`src/rtl/riscv_pkg.sv`:
```
// Shared fetch-side constants and the fetch FSM state type.
package riscv_pkg;

    localparam logic [31:0] INSTR_NOP = 32'h0000_0013;
    localparam int          PC_STEP   = 4;

    typedef enum logic {
        IDLE = 1'b0,
        RUN  = 1'b1
    } fetch_state_t;

endpackage

```
`src/rtl/sync_fifo.sv`:
```
// Synchronous FIFO with flush; head is the oldest entry, valid while count != 0.
module sync_fifo
    import riscv_pkg::*;
#(
    parameter  int WIDTH = 48,
    parameter  int DEPTH = 4,
    localparam int PTR_W = $clog2(DEPTH),
    localparam int CNT_W = PTR_W + 1
) (
    input  logic             clk,
    input  logic             rst,
    input  logic             push,
    input  logic             pop,
    input  logic             flush,
    input  logic [WIDTH-1:0] din,
    output logic [CNT_W-1:0] count,
    output logic [WIDTH-1:0] head
);

    logic [WIDTH-1:0] mem [DEPTH];
    logic [PTR_W-1:0] wr_ptr;
    logic [PTR_W-1:0] rd_ptr;
    logic             do_push;
    logic             do_pop;

    // A pop frees a slot in the same cycle, so a full FIFO may still accept a push.
    assign do_pop  = pop & (count != '0);
    assign do_push = push & ((count != CNT_W'(DEPTH)) | do_pop);

    always_ff @(posedge clk or posedge rst) begin
        if (rst) begin
            wr_ptr <= '0;
            rd_ptr <= '0;
            count  <= '0;
        end else if (flush) begin
            wr_ptr <= '0;
            rd_ptr <= '0;
            count  <= '0;
        end else begin
            if (do_push) wr_ptr <= wr_ptr + PTR_W'(1);
            if (do_pop)  rd_ptr <= rd_ptr + PTR_W'(1);
            case ({do_push, do_pop})
                2'b10:   count <= count + CNT_W'(1);
                2'b01:   count <= count - CNT_W'(1);
                default: count <= count;
            endcase
        end
    end

    always_ff @(posedge clk) begin
        if (do_push && !flush) mem[wr_ptr] <= din;
    end

    assign head = mem[rd_ptr];

endmodule

```
`src/rtl/fetch_queue.sv`:
```
// Instruction fetch stage with prefetch buffer and branch/jump redirect flush.
// Optional same-cycle response bypass to the decoder: define FETCHQ_BYPASS_EN.
module fetch_queue
    import riscv_pkg::*;
#(
    parameter int                    DATA_WIDTH = 32,
    parameter int                    ADDR_WIDTH = 16,
    parameter int                    DEPTH      = 4,
    parameter logic [ADDR_WIDTH-1:0] RESET_PC   = '0
) (
    input  logic                  clk,
    input  logic                  rst,
    input  logic                  fetch_en,
    input  logic                  br_true,
    input  logic [ADDR_WIDTH-1:0] br_addr,
    input  logic                  j_true,
    input  logic [ADDR_WIDTH-1:0] j_addr,
    output logic                  imem_re,
    output logic [ADDR_WIDTH-1:0] imem_addr,
    input  logic [DATA_WIDTH-1:0] imem_rdata,
    output logic                  instr_valid,
    input  logic                  instr_ready,
    output logic [DATA_WIDTH-1:0] instr,
    output logic [ADDR_WIDTH-1:0] pc_out
);

    localparam int CNT_W   = $clog2(DEPTH) + 1;
    localparam int ENTRY_W = DATA_WIDTH + ADDR_WIDTH;

    fetch_state_t          state;
    fetch_state_t          state_nxt;
    logic                  issue;
    logic                  has_space;
    logic                  redirect;
    logic [ADDR_WIDTH-1:0] redir_tgt;
    logic [ADDR_WIDTH-1:0] fetch_pc_p0;
    logic                  req_vld_p1;
    logic [ADDR_WIDTH-1:0] req_pc_p1;
    logic [ADDR_WIDTH-1:0] last_pc;
    logic [CNT_W-1:0]      fifo_cnt;
    logic [ENTRY_W-1:0]    fifo_head;
    logic                  fifo_empty;
    logic                  fifo_push;
    logic                  fifo_pop;
    logic                  pop_acc;

    assign redirect  = j_true | br_true;
    assign redir_tgt = j_true ? j_addr : br_addr;

    // Credit counts buffered plus in-flight words; a same-cycle pop earns nothing.
    assign has_space = (fifo_cnt + CNT_W'(req_vld_p1)) < CNT_W'(DEPTH);

    always_ff @(posedge clk or posedge rst) begin
        if (rst) state <= IDLE;
        else     state <= state_nxt;
    end

    always_comb begin
        state_nxt = state;
        issue     = 1'b0;
        case (state)
            IDLE: begin
                issue = fetch_en & has_space & ~redirect & ~rst;
                if (fetch_en) state_nxt = RUN;
            end
            RUN: begin
                issue = fetch_en & has_space & ~redirect & ~rst;
                if (!fetch_en && !req_vld_p1) state_nxt = IDLE;
            end
            default: state_nxt = IDLE;
        endcase
    end

    assign imem_re   = issue;
    assign imem_addr = fetch_pc_p0;

    // Stage p0 -> p1: request issued, response returns next cycle.
    always_ff @(posedge clk or posedge rst) begin
        if (rst) begin
            fetch_pc_p0 <= RESET_PC;
            req_vld_p1  <= 1'b0;
        end else begin
            req_vld_p1 <= issue;
            if (redirect)   fetch_pc_p0 <= {redir_tgt[ADDR_WIDTH-1:2], 2'b00};
            else if (issue) fetch_pc_p0 <= fetch_pc_p0 + ADDR_WIDTH'(PC_STEP);
        end
    end

    always_ff @(posedge clk) begin
        if (issue) req_pc_p1 <= fetch_pc_p0;
    end

    assign fifo_empty = (fifo_cnt == '0);

`ifdef FETCHQ_BYPASS_EN
    logic bypass;

    // An empty buffer forwards the arriving word straight to the decoder.
    assign bypass      = fifo_empty & req_vld_p1;
    assign instr_valid = ~fifo_empty | req_vld_p1;
    assign instr       = ~fifo_empty ? fifo_head[ENTRY_W-1:ADDR_WIDTH]
                       : (bypass ? imem_rdata : DATA_WIDTH'(INSTR_NOP));
    assign pc_out      = ~fifo_empty ? fifo_head[ADDR_WIDTH-1:0]
                       : (bypass ? req_pc_p1 : last_pc);
    assign pop_acc     = instr_valid & instr_ready & ~redirect;
    assign fifo_push   = req_vld_p1 & ~redirect & ~(bypass & instr_ready);
    assign fifo_pop    = pop_acc & ~fifo_empty;
`else
    assign instr_valid = ~fifo_empty;
    assign instr       = fifo_empty ? DATA_WIDTH'(INSTR_NOP) : fifo_head[ENTRY_W-1:ADDR_WIDTH];
    assign pc_out      = fifo_empty ? last_pc : fifo_head[ADDR_WIDTH-1:0];
    assign pop_acc     = instr_valid & instr_ready & ~redirect;
    assign fifo_push   = req_vld_p1 & ~redirect;
    assign fifo_pop    = pop_acc;
`endif

    // Stage p1 -> buffer: a response arriving during a redirect is discarded.
    sync_fifo #(
        .WIDTH (ENTRY_W),
        .DEPTH (DEPTH)
    ) u_buf (
        .clk   (clk),
        .rst   (rst),
        .push  (fifo_push),
        .pop   (fifo_pop),
        .flush (redirect),
        .din   ({imem_rdata, req_pc_p1}),
        .count (fifo_cnt),
        .head  (fifo_head)
    );

    always_ff @(posedge clk or posedge rst) begin
        if (rst)          last_pc <= RESET_PC;
        else if (pop_acc) last_pc <= pc_out;
    end

endmodule

```
`config.mk`:
```
export PLATFORM = sky130hd
export DESIGN_NAME = fetch_queue
export DESIGN_NICKNAME = d
export VERILOG_FILES = /design/src/rtl/riscv_pkg.sv /design/src/rtl/sync_fifo.sv /design/src/rtl/fetch_queue.sv
export SDC_FILE = /design/constraint.sdc
export NUM_CORES = 1
export LEC_CHECK = 0
export ABC_CLOCK_PERIOD_IN_PS = 3200
export CAP_MARGIN = 40
export CORE_UTILIZATION = 30
export CTS_CLUSTER_DIAMETER = 150
export DETAILED_ROUTE_END_ITERATION = 10
export PLACE_DENSITY = 0.59
export SLEW_MARGIN = 0
export SYNTH_ARGS = -nofsm -noshare
export SYNTH_HDL_FRONTEND = slang
export SYNTH_HIERARCHICAL = 1
export SYNTH_SLANG_ARGS = --single-unit
```
`constraint.sdc`:
```
create_clock -name clk -period 3.2 [get_ports clk]
set_clock_uncertainty 0.1 [all_clocks]
set_input_delay 0.48 -clock clk [delete_from_list [all_inputs] [get_ports clk]]
set_output_delay 0.48 -clock clk [all_outputs]
set_load 0.02 [all_outputs]
```
==> impl_metrics.csv <==
group,metric,value,unit
pwr,power_leakage,4.435,nW
critical_path,crit_slowest_cell,"clkdlybuf4s50_1",
yosys,synth_mux_area_share,12.67,%
critical_path,path_cells,"buf_4 -> mux4_2 -> nand2_1 -> nand2_1 -> clkdlybuf4s50_1",
yosys,synthFlopType,"edfxtp_1",
placement,port_buffers,129,
timing,rsz0062_at_grt,"no",
critical_path,start_kind,"flip-flop",
yosys,synth-simple-area-share,8.630,%
timing,fin_crit_sh,96.10,%
die,die_w,184.9,um
final_layout,regArea,7143,um2
timing,holdWs,0.2560,ns
detailed_routing,wl,20530,um
die,fp.dieH,184.9,um
yosys,yosysTopAreaCellShare,61.65,%
timing,min_period,3.075,ns
yosys,synth_area_leader_cell,"edfxtp_1",
timing,drv_slew,0,
yosys,yosysWarnings,6,
final_layout,final_nets,814,
final_layout,final_cell_area,12950,um2
detailed_routing,wl_per_cell,17.11,um
detailed_routing,drcViolationCount,0,
critical_path,path_common_cell,"nand2_1",
detailed_routing,drtAntennaViolNets,0,
clock_network,clk-insertion-delay-late,0.52,ns
yosys,synth_cells,574,
final_layout,drive_above_1_share,19.66,%
critical_path,cp-end-kind,"primary output",
critical_path,path_class,"reg2out",
final_layout,diodes,0,
clock_network,clk_path_buf_depth,3,
critical_path,timing.rr.end,"u_buf/count[2]",
clock_network,cts_max_level,1,
yosys,async_flop_share,15.57,%
placement,dp_hpwl,13050,um
final_layout,multiInputGateArea,2718,um2
detailed_routing,vias,5405,
final_layout,fin_cells,1200,
clock_network,cts.reportedPaths.clkPinSlew,0.06,ns
clock_network,clkSinkCount,244,
pwr,peakVddDrop,346.8,uV
final_layout,fill_cells,3052,
min_path,min-delay-path-class,"in2async",
timing,setup_viol,0,
pwr,power_density,523.7,nW/um2
clock_network,numCtsBuffers,27,
critical_path,regToRegSetupSlack,0.68,ns
yosys,synth_area,10030,um2
critical_path,cp_slowest_stage_delay,0.60,ns
global_route,antenna_found_initial,0,
yosys,synth_top_family_by_area,"multiplexers",
yosys,synthXorXnorAreaFrac,1.197,%
yosys,syn_avg_cell_area,17.48,um2
clock_network,cts_root_buf,"clkbuf_16",
yosys,synth-compound-area-share,3.342,%
placement,dp.cells,1149,
yosys,synth.distinct_cells,59,
global_route,grt_pass1_wl,32490,um
timing,worst_slew_pin_slew,0.7456,ns
critical_path,r2r_start,"u_buf/count[0]",
global_route,grt_max_degree,50,
final_layout,area_growth,29.03,%
die,ioPinCount,136,
detailed_routing,drt-initial-drc-count,197,
critical_path,worstRegToRegCells,10,
timing,timing.fmax,325.2,MHz
placement,place_area,12060,um2
yosys,synth-adder-area-share,0.8230,%
yosys,ys_ff_latch,244,
yosys,synth_edf_count,206,
critical_path,critPathMaxFanout,8,
timing,tns,0,ns
timing,maxSlewHeadroom,50.24,%
global_route,grt-ovfl-total,0,
detailed_routing,vias_per_cell,4.504,
critical_path,arrival,2.50,ns
placement,globalplace.congestion,0.7334,
global_route,grt_usage,12.46,%
critical_path,cp.required,2.62,ns
die,die_area,34180,um2
global_route,grt_pass1_vias,5754,
clock_network,cts_tree,"yes",
yosys,synth-seq-area-share,71.13,%
job,maxCapViolCount,0,
detailed_routing,dr.pass1.iters,4,
pwr,total_power,6.781,mW
die,rows,66,
timing,hold_viol,0,
status,status,"finished, final reports clean",
die,coreArea,32700,um2
die,initial_core_util,30.68,%
yosys,ys_top_cells_by_area,"edfxtp_1 62%, mux4_2 11%, dfrtp_1 9.5%",
[critical path: cells and delay by family (launching register included)]
family / cells / cell delay [ns]
flip-flops: 1 / 0.49
multiplexers: 1 / 0.51
buffers and inverters: 2 / 0.83
AND/OR/NAND/NOR: 2 / 0.14
[where the power goes]
part	internal, mW	switching (mW)	leakage [nW]
clock network	1.85	1.16	0.424
registers	3.47	0.0339	2.35
logic	0.143	0.129	1.67
total	5.46	1.32	4.44
[cell usage after synthesis, drive strengths merged, types with 3 or more instances]
| cell type | number |
|---|---|
| dfrtp | 38 |
| mux2 | 16 |
| a21oi | 17 |
| and2 | 38 |
| inv | 15 |
| nand2b | 5 |
| xor2 | 6 |
| clkbuf | 9 |
| edfxtp | 206 |
| ha | 5 |
| nor4b | 4 |
| nor2 | 10 |
| a311oi | 3 |
| o211ai | 3 |
| mux4 | 48 |
| nand2 | 58 |
| nand3 | 7 |
| a211oi | 11 |
| nand4 | 5 |
| o21ai | 3 |
| xnor2 | 6 |
| buf | 22 |
| and3 | 3 |
| nor3 | 7 |
| nor2b | 8 |
[routing by layer]
layer,GRT usage (%),wire [um],vias up
met3,2.733,1279,29
met5,0,0,-
met1,15.95,8917,2713
li1,-,-,2531
met4,3.306,327,0
met2,21.28,10010,132
[registers in the layout, summed over array words and instances, names as in the netlist]
| name | flops |
|---|---|
| u_buf/mem | 192 |
| last_pc | 16 |
| imem_addr | 14 |
| req_pc_p1 | 14 |
| u_buf/count | 3 |
| u_buf/rd_ptr | 2 |
| u_buf/wr_ptr | 2 |
| req_vld_p1 | 1 |
[what timing repair did]
| action | 4_1_cts | 5_1_grt |
|---|---|---|
| gates resized for setup | 1 | 2 |
| endpoints found under the setup margin | 31 | 3 |
| hold buffers | 0 | 0 |
| buffers inserted | 1 | 1 |
| pin swaps | 0 | 1 |
[through the flow]
| stage | worst slack, ns | util (%) |
|---|---|---|
| finish | 0.1249 | 39.59 |
| detailed placement | 0.2797 | 36.86 |
| floorplan | 0.1565 | - |
| CTS | 0.04893 | 39.55 |
| global route | 0.007044 | 39.59 |
| global placement | 0.3148 | 36.86 |
[cell type report]
cell class | instances | share of cell area [%]
Multi-Input combinational cell | 293 | 20.99
Inverter | 15 | 0.4349
Sequential cell | 244 | 55.18
Timing Repair Buffer | 157 | 12.41
Clock inverter | 12 | 0.9761
Tap cell | 442 | 4.272
Clock buffer | 37 | 5.741
[cells by family (layout without fill, tap and decap cells)]
kind of cell,count (synthesis),after routing
buf+inv,46,221
compound gates,49,49
simple gates,151,151
fa+ha+maj,6,6
flops,244,244
xor+xnor,12,12
mux,65,65
other cells,1,10
[layout by cell type, fill, tap and decap left out, types with 6 or more instances in the layout]
| master | instances |
|---|---|
| buf_12 | 8 |
| nand3_1 | 6 |
| buf_4 | 20 |
| edfxtp_1 | 206 |
| a211oi_1 | 11 |
| inv_1 | 12 |
| clkinv_1 | 7 |
| a21oi_1 | 17 |
| mux2_2 | 14 |
| mux4_2 | 48 |
| clkdlybuf4s50_1 | 127 |
| nand2_1 | 57 |
| dfrtp_1 | 35 |
| clkbuf_1 | 7 |
| nor2b_1 | 8 |
| nor2_1 | 8 |
| conb_1 | 10 |
| and2_1 | 34 |
| clkbuf_16 | 27 |
[worst max-delay path by stage]
stage	start	to	slack [ns]
6_report	u_buf/rd_ptr[0]	pc_out[7]	0.12
5_1_grt	u_buf/rd_ptr[0]	pc_out[0]	0.007
4_1_cts	u_buf/rd_ptr[0]	pc_out[7]	0.05
3_5_place_dp	j_true	u_buf/count[2]	0.28
3_3_place_gp	j_true	u_buf/count[2]	0.31
2_1_floorplan	j_true	u_buf/mem[0][0]	0.16
Power figures use the tool's default switching activity.
